[src/rtl/sample_capture_core.sv]
// sample_capture_core: triggered burst capture of a sample stream into a bus-readable buffer
// Bus window at BASE_ADDR..BASE_ADDR+4: CTRL, TRIG, COUNT, RDPTR, RDDATA.
// Ports: clk, rst_n (sync, active-low); sample_i/sample_valid_i user stream;
// addr_i/data_i/rw_i/valid_i upstream bus; addr_o/data_o/rw_o/valid_o downstream bus
// (1-cycle latency, read data substituted on a window hit); capturing_o, done_o status.
// Optional SAMPLE_CAPTURE_AUTOINC_EN: each RDDATA read advances RDPTR (wrapping at DEPTH).
module sample_capture_core #(
  parameter logic [15:0] BASE_ADDR = 16'd0,
  parameter int DEPTH = 256,
  parameter int WIDTH = 16
) (
  input  logic             clk,
  input  logic             rst_n,
  input  logic [WIDTH-1:0] sample_i,
  input  logic             sample_valid_i,
  input  logic [15:0]      addr_i,
  input  logic [15:0]      data_i,
  input  logic             rw_i,
  input  logic             valid_i,
  output logic [15:0]      addr_o,
  output logic [15:0]      data_o,
  output logic             rw_o,
  output logic             valid_o,
  output logic             capturing_o,
  output logic             done_o
);
  localparam int AW = $clog2(DEPTH);
  localparam int CW = AW + 1;
  typedef enum logic [1:0] {IDLE, ARMED, CAPTURE, DONE} state_t;
  state_t state, state_n;
  logic [WIDTH-1:0] trig;
  logic [CW-1:0] count, count_n;
  logic [AW-1:0] rdptr;
  logic [WIDTH-1:0] mem [DEPTH];
  logic [15:0] off, rd_val;
  logic hit, wr, rd, ctrl_wr, we;
  // Offset arithmetic wraps, so a single unsigned compare decodes the window.
  assign off = addr_i - BASE_ADDR;
  assign hit = valid_i && off < 16'd5;
  assign wr = hit && rw_i;
  assign rd = hit && !rw_i;
  assign ctrl_wr = wr && off == 16'd0;
  assign rd_val = off == 16'd0 ? 16'(state) :
                  off == 16'd1 ? 16'(trig) :
                  off == 16'd2 ? 16'(count) :
                  off == 16'd3 ? 16'(rdptr) : 16'(mem[rdptr]);
  // COUNT is always 0 in ARMED, so COUNT doubles as the write address for the trigger sample.
  always_comb begin
    state_n = state;
    count_n = count;
    we = 1'b0;
    if (ctrl_wr && data_i == 16'd1) begin
      state_n = ARMED;
      count_n = '0;
    end else if (ctrl_wr && data_i == 16'd0) begin
      state_n = IDLE;
    end else if (sample_valid_i && (state == CAPTURE || (state == ARMED && sample_i == trig))) begin
      we = 1'b1;
      count_n = count + 1'b1;
      state_n = count_n == CW'(DEPTH) ? DONE : CAPTURE;
    end
  end
  always_ff @(posedge clk) begin
    if (!rst_n) state <= IDLE;
    else state <= state_n;
  end
  always_ff @(posedge clk) begin
    if (!rst_n) begin
      count <= '0;
      trig <= '0;
      rdptr <= '0;
      addr_o <= '0;
      data_o <= '0;
      rw_o <= 1'b0;
      valid_o <= 1'b0;
      capturing_o <= 1'b0;
      done_o <= 1'b0;
    end else begin
      count <= count_n;
      capturing_o <= state_n == ARMED || state_n == CAPTURE;
      done_o <= state_n == DONE;
      addr_o <= addr_i;
      data_o <= rd ? rd_val : data_i;
      rw_o <= rw_i;
      valid_o <= valid_i;
      if (wr && off == 16'd1) trig <= data_i[WIDTH-1:0];
      if (wr && off == 16'd3) rdptr <= data_i[AW-1:0];
`ifdef SAMPLE_CAPTURE_AUTOINC_EN
      if (rd && off == 16'd4) rdptr <= rdptr + 1'b1;
`else
`endif
    end
  end
  // Memory is deliberately never reset; a reset edge also blocks the write.
  always_ff @(posedge clk) begin
    if (rst_n && we) mem[count[AW-1:0]] <= sample_i;
  end
endmodule
[config.mk]
export PLATFORM = sky130hd
export DESIGN_NAME = sample_capture_core
export DESIGN_NICKNAME = d
export VERILOG_FILES = /design/src/rtl/sample_capture_core.sv
export SDC_FILE = /design/constraint.sdc
export NUM_CORES = 2
export LEC_CHECK = 0
export CAP_MARGIN = 20
export CORE_UTILIZATION = 30
export DETAILED_ROUTE_END_ITERATION = 7
export GPL_TIMING_DRIVEN = 1
export PLACE_DENSITY = 0.41
export SYNTH_ARGS = -nofsm -noshare
export SYNTH_HDL_FRONTEND = slang
export SYNTH_SLANG_ARGS = --single-unit
[constraint.sdc]
create_clock -name clk -period 7.2 [get_ports clk]
set_clock_uncertainty 0.15 [all_clocks]
set_input_delay 1.08 -clock clk [delete_from_list [all_inputs] [get_ports clk]]
set_output_delay 1.08 -clock clk [all_outputs]
set_load 0.02 [all_outputs]
==> flow_summary.json <==
{
  "status": "completed",
  "timing.final.hold_violations": 0,
  "slew_viol_final": 0,
  "worstSetupPathType": "input port to flip-flop",
  "hold_path_class": "input port to flip-flop",
  "area.growth.synth_to_final_pct": 16.6,
  "clkSlewWorstSetupHoldPaths_ps": 60,
  "ys.flop_type": "sky130_fd_sc_hd__edfxtp_1",
  "insertion_delay_ps": 1030,
  "yosys_warn_count": 0,
  "globalRoute.totalOverflow": 0,
  "cts-resized-gates": 0,
  "fin_ws_ps": 1860,
  "cts_setup_buffers": 0,
  "gp_routability_congestion": 0.847,
  "worst_setup_path_start_kind": "input port",
  "io_pins": 89,
  "final_antenna_net_count": 0,
  "worst_slew_pin_slew_ps": 1310,
  "via_count_of_the_first_global_routing_pass": 80400,
  "synth_top_cells_by_count": "4096 x sky130_fd_sc_hd__edfxtp_1, 1056 x sky130_fd_sc_hd__mux4_2, 347 x sky130_fd_sc_hd__nor2_1",
  "syn_nets": 7307,
  "chipWidth_um": 732,
  "seq_area_frac_synth": 0.779,
  "total_clock_buffers_created_by_cts": 450,
  "vias": 79200,
  "drive_gt1_frac": 0.285,
  "period_minus_slack_ps": 5340,
  "tritoncts": "done",
  "number_of_endpoints_failing_setup_at_the_final_stage": 0,
  "postLayoutCellArea_mm2": 0.186,
  "vdd.ir_drop.worst_mv": 0.203,
  "routed_wirelength_um": 526000,
  "cts-hold-fix-buffers": 0,
  "required_time_at_the_endpoint_of_the_critical_path_ps": 7810,
  "floorplan.die.height_um": 732,
  "dpl_cell_area_mm2": 0.172,
  "grt_first_pass_wirelength_um": 715000,
  "start_util": 0.302,
  "timing.max_cap.violations": 0,
  "yosys.cell_types.count": 59,
  "first_pass_iters": 8,
  "io_buffers": 88,
  "mappedNetlistArea_mm2": 0.160,
  "power_per_cell_area_mw_per_mm2": 270,
  "synth_edf_count": 4096,
  "detail_route.vias_per_cell": 5.19,
  "fmax_mhz": 187,
  "floorplan.rows": 267,
  "synth_area_per_cell_um2": 22.0,
  "cts.sink_count": 4175,
  "ys_ff_latch": 4175,
  "clock_tree.root_cell": "sky130_fd_sc_hd__clkbuf_16",
  "crit_fanout": 16,
  "syn-instance-count": 7249,
  "yosys.area.top_type_share": 0.770,
  "grt_antenna_before_repair": 63,
  "number_of_remaining_drc_errors": 0,
  "synth-async-reset-ratio": 0,
  "place.detailed.hpwl_um": 340000,
  "layout.core_utilization": 0.352,
  "period_utilization_post_route": 0.741,
  "end_kind": "flip-flop",
  "yosys.cell_count.top_type": "sky130_fd_sc_hd__edfxtp_1",
  "setup_repair_after_global_routing_missed_its_margin": "false",
  "core_region_area_mm2": 0.530,
  "fin_tns_setup_ps": 0,
  "slew_headroom": 0.122,
  "p_leak_nw": 55.9,
  "dp_worst_setup_slack_ps": 662,
  "drt_iter0_markers": 8691,
  "die_area_mm2": 0.536,
  "post_synth_main_area_contributors": "sky130_fd_sc_hd__edfxtp_1 77%, sky130_fd_sc_hd__mux4_2 15%, sky130_fd_sc_hd__dfxtp_1 0.99%, sky130_fd_sc_hd__a22oi_1 0.98%, sky130_fd_sc_hd__nor2_1 0.81%",
  "routedWlPerCell_um": 34.5,
  "clockBufferDepth": 4,
  "grt_max_degree": 143,
  "finalNetCount": 7902,
  "globalRouteTotalUtil": 0.192,
  "total_number_of_h_tree_levels": 5,
  "worst_ep_arrival_time_ps": 5940,
  "synth_top_area_cell": "sky130_fd_sc_hd__edfxtp_1"
}
-- worst max-delay path, stage by stage --
cell                              delay, ps
sky130_fd_sc_hd__clkdlybuf4s50_1        430
sky130_fd_sc_hd__nor2_2                 650
sky130_fd_sc_hd__buf_4                  270
sky130_fd_sc_hd__nand4_1                150
sky130_fd_sc_hd__nor3_2                 740
sky130_fd_sc_hd__nand2_1                320
sky130_fd_sc_hd__nand4_1                420
sky130_fd_sc_hd__nor3b_1                100
sky130_fd_sc_hd__buf_4                  220
sky130_fd_sc_hd__nand2_1                760
sky130_fd_sc_hd__nor2_1                 440
sky130_fd_sc_hd__buf_4                  310
-- per-stage QoR --
stage | instances | hold WS [ps] | total power [W]
global placement | 14400 | 331 | 0.0279
finish | 15200 | 233 | 0.0503
CTS | 15200 | 159 | 0.0508
floorplan | 7249 | 309 | 0.0272
detailed placement | 14400 | 340 | 0.0279
global route | 15200 | 187 | 0.0516
-- flip-flops by register name (all words and copies together), names as in the netlist, named ones only --
signal	flops
valid_o	1
trig	16
capturing_o	1
data_o	16
addr_o	16
mem	4096
count	9
rdptr	8
rw_o	1
done_o	1
state	2
-- metal layers --
| metal | share of wire | vias to the layer above | global-route usage | wire, µm |
|---|---|---|---|---|
| met4 | 0.029 | 12 | 0.0501 | 15200 |
| met3 | 0.059 | 620 | 0.0276 | 30700 |
| met5 | 0.00013 | - | 0 | 69 |
| met1 | 0.43 | 43800 | 0.271 | 228000 |
| li1 | - | 31900 | - | - |
| met2 | 0.48 | 2834 | 0.313 | 251000 |
-- power by group --
group | switching (W) | internal, W | leakage [nW]
Clock | 0.00973 | 0.0131 | 7.07
Combinational | 0.000594 | 0.0000877 | 11.4
Sequential | 0.0000196 | 0.0267 | 37.4
-- cell families (layout without fill, tap and decap cells) --
family,after synthesis,after routing,share of synthesized area
other cells,0,27,0
fa+ha+maj,5,5,0.000391
compound gates,575,575,0.0249
simple gates,857,857,0.0238
flops,4175,4175,0.779
xor+xnor,25,25,0.00137
mux,1177,1177,0.157
buf+inv,435,1414,0.0134
-- cells in the final DEF, fill, tap and decap left out, drive strengths merged, types with 8 or more instances in the layout --
cell type	instances
edfxtp	4096
mux4	1056
clkbuf	570
buf	486
nor2	347
nand2	219
a22oi	209
clkinv	206
o22ai	93
mux2i	86
dfxtp	79
nor3	73
a21oi	72
clkdlybuf4s50	71
o21ai	61
nand3	58
bufinv	41
a211oi	38
a22o	35
mux2	35
and2	34
nor4	33
inv	31
nand4	30
diode	27
nor2b	19
a221oi	16
xnor2	15
a21boi	14
nand2b	11
xor2	10
clkinvlp	9
o311a	8
-- worst paths after layout --
check / startpoint / end / slack (ps) / cells past startpoint
min: sample_i[0] / mem[206][0] / 230 / 1
max: addr_i[5] / mem[172][15] / 1860 / 12
min reg2reg: trig[12] / trig[12] / 360 / 2
max reg2reg: flip-flop / data_o[9] / 2250 / 8
-- area by class of cell --
class | instances | area [µm²]
Tap cell | 6994 | 8750
Antenna cell | 27 | 67.6
Sequential cell | 4175 | 125000
Timing Repair Buffer | 559 | 4950
Multi-Input combinational cell | 2639 | 33500
Inverter | 19 | 78.8
Clock buffer | 568 | 11900
Fill cell | 48700 | 343000
Clock inverter | 268 | 2560
(Power assumes the default switching activity.)
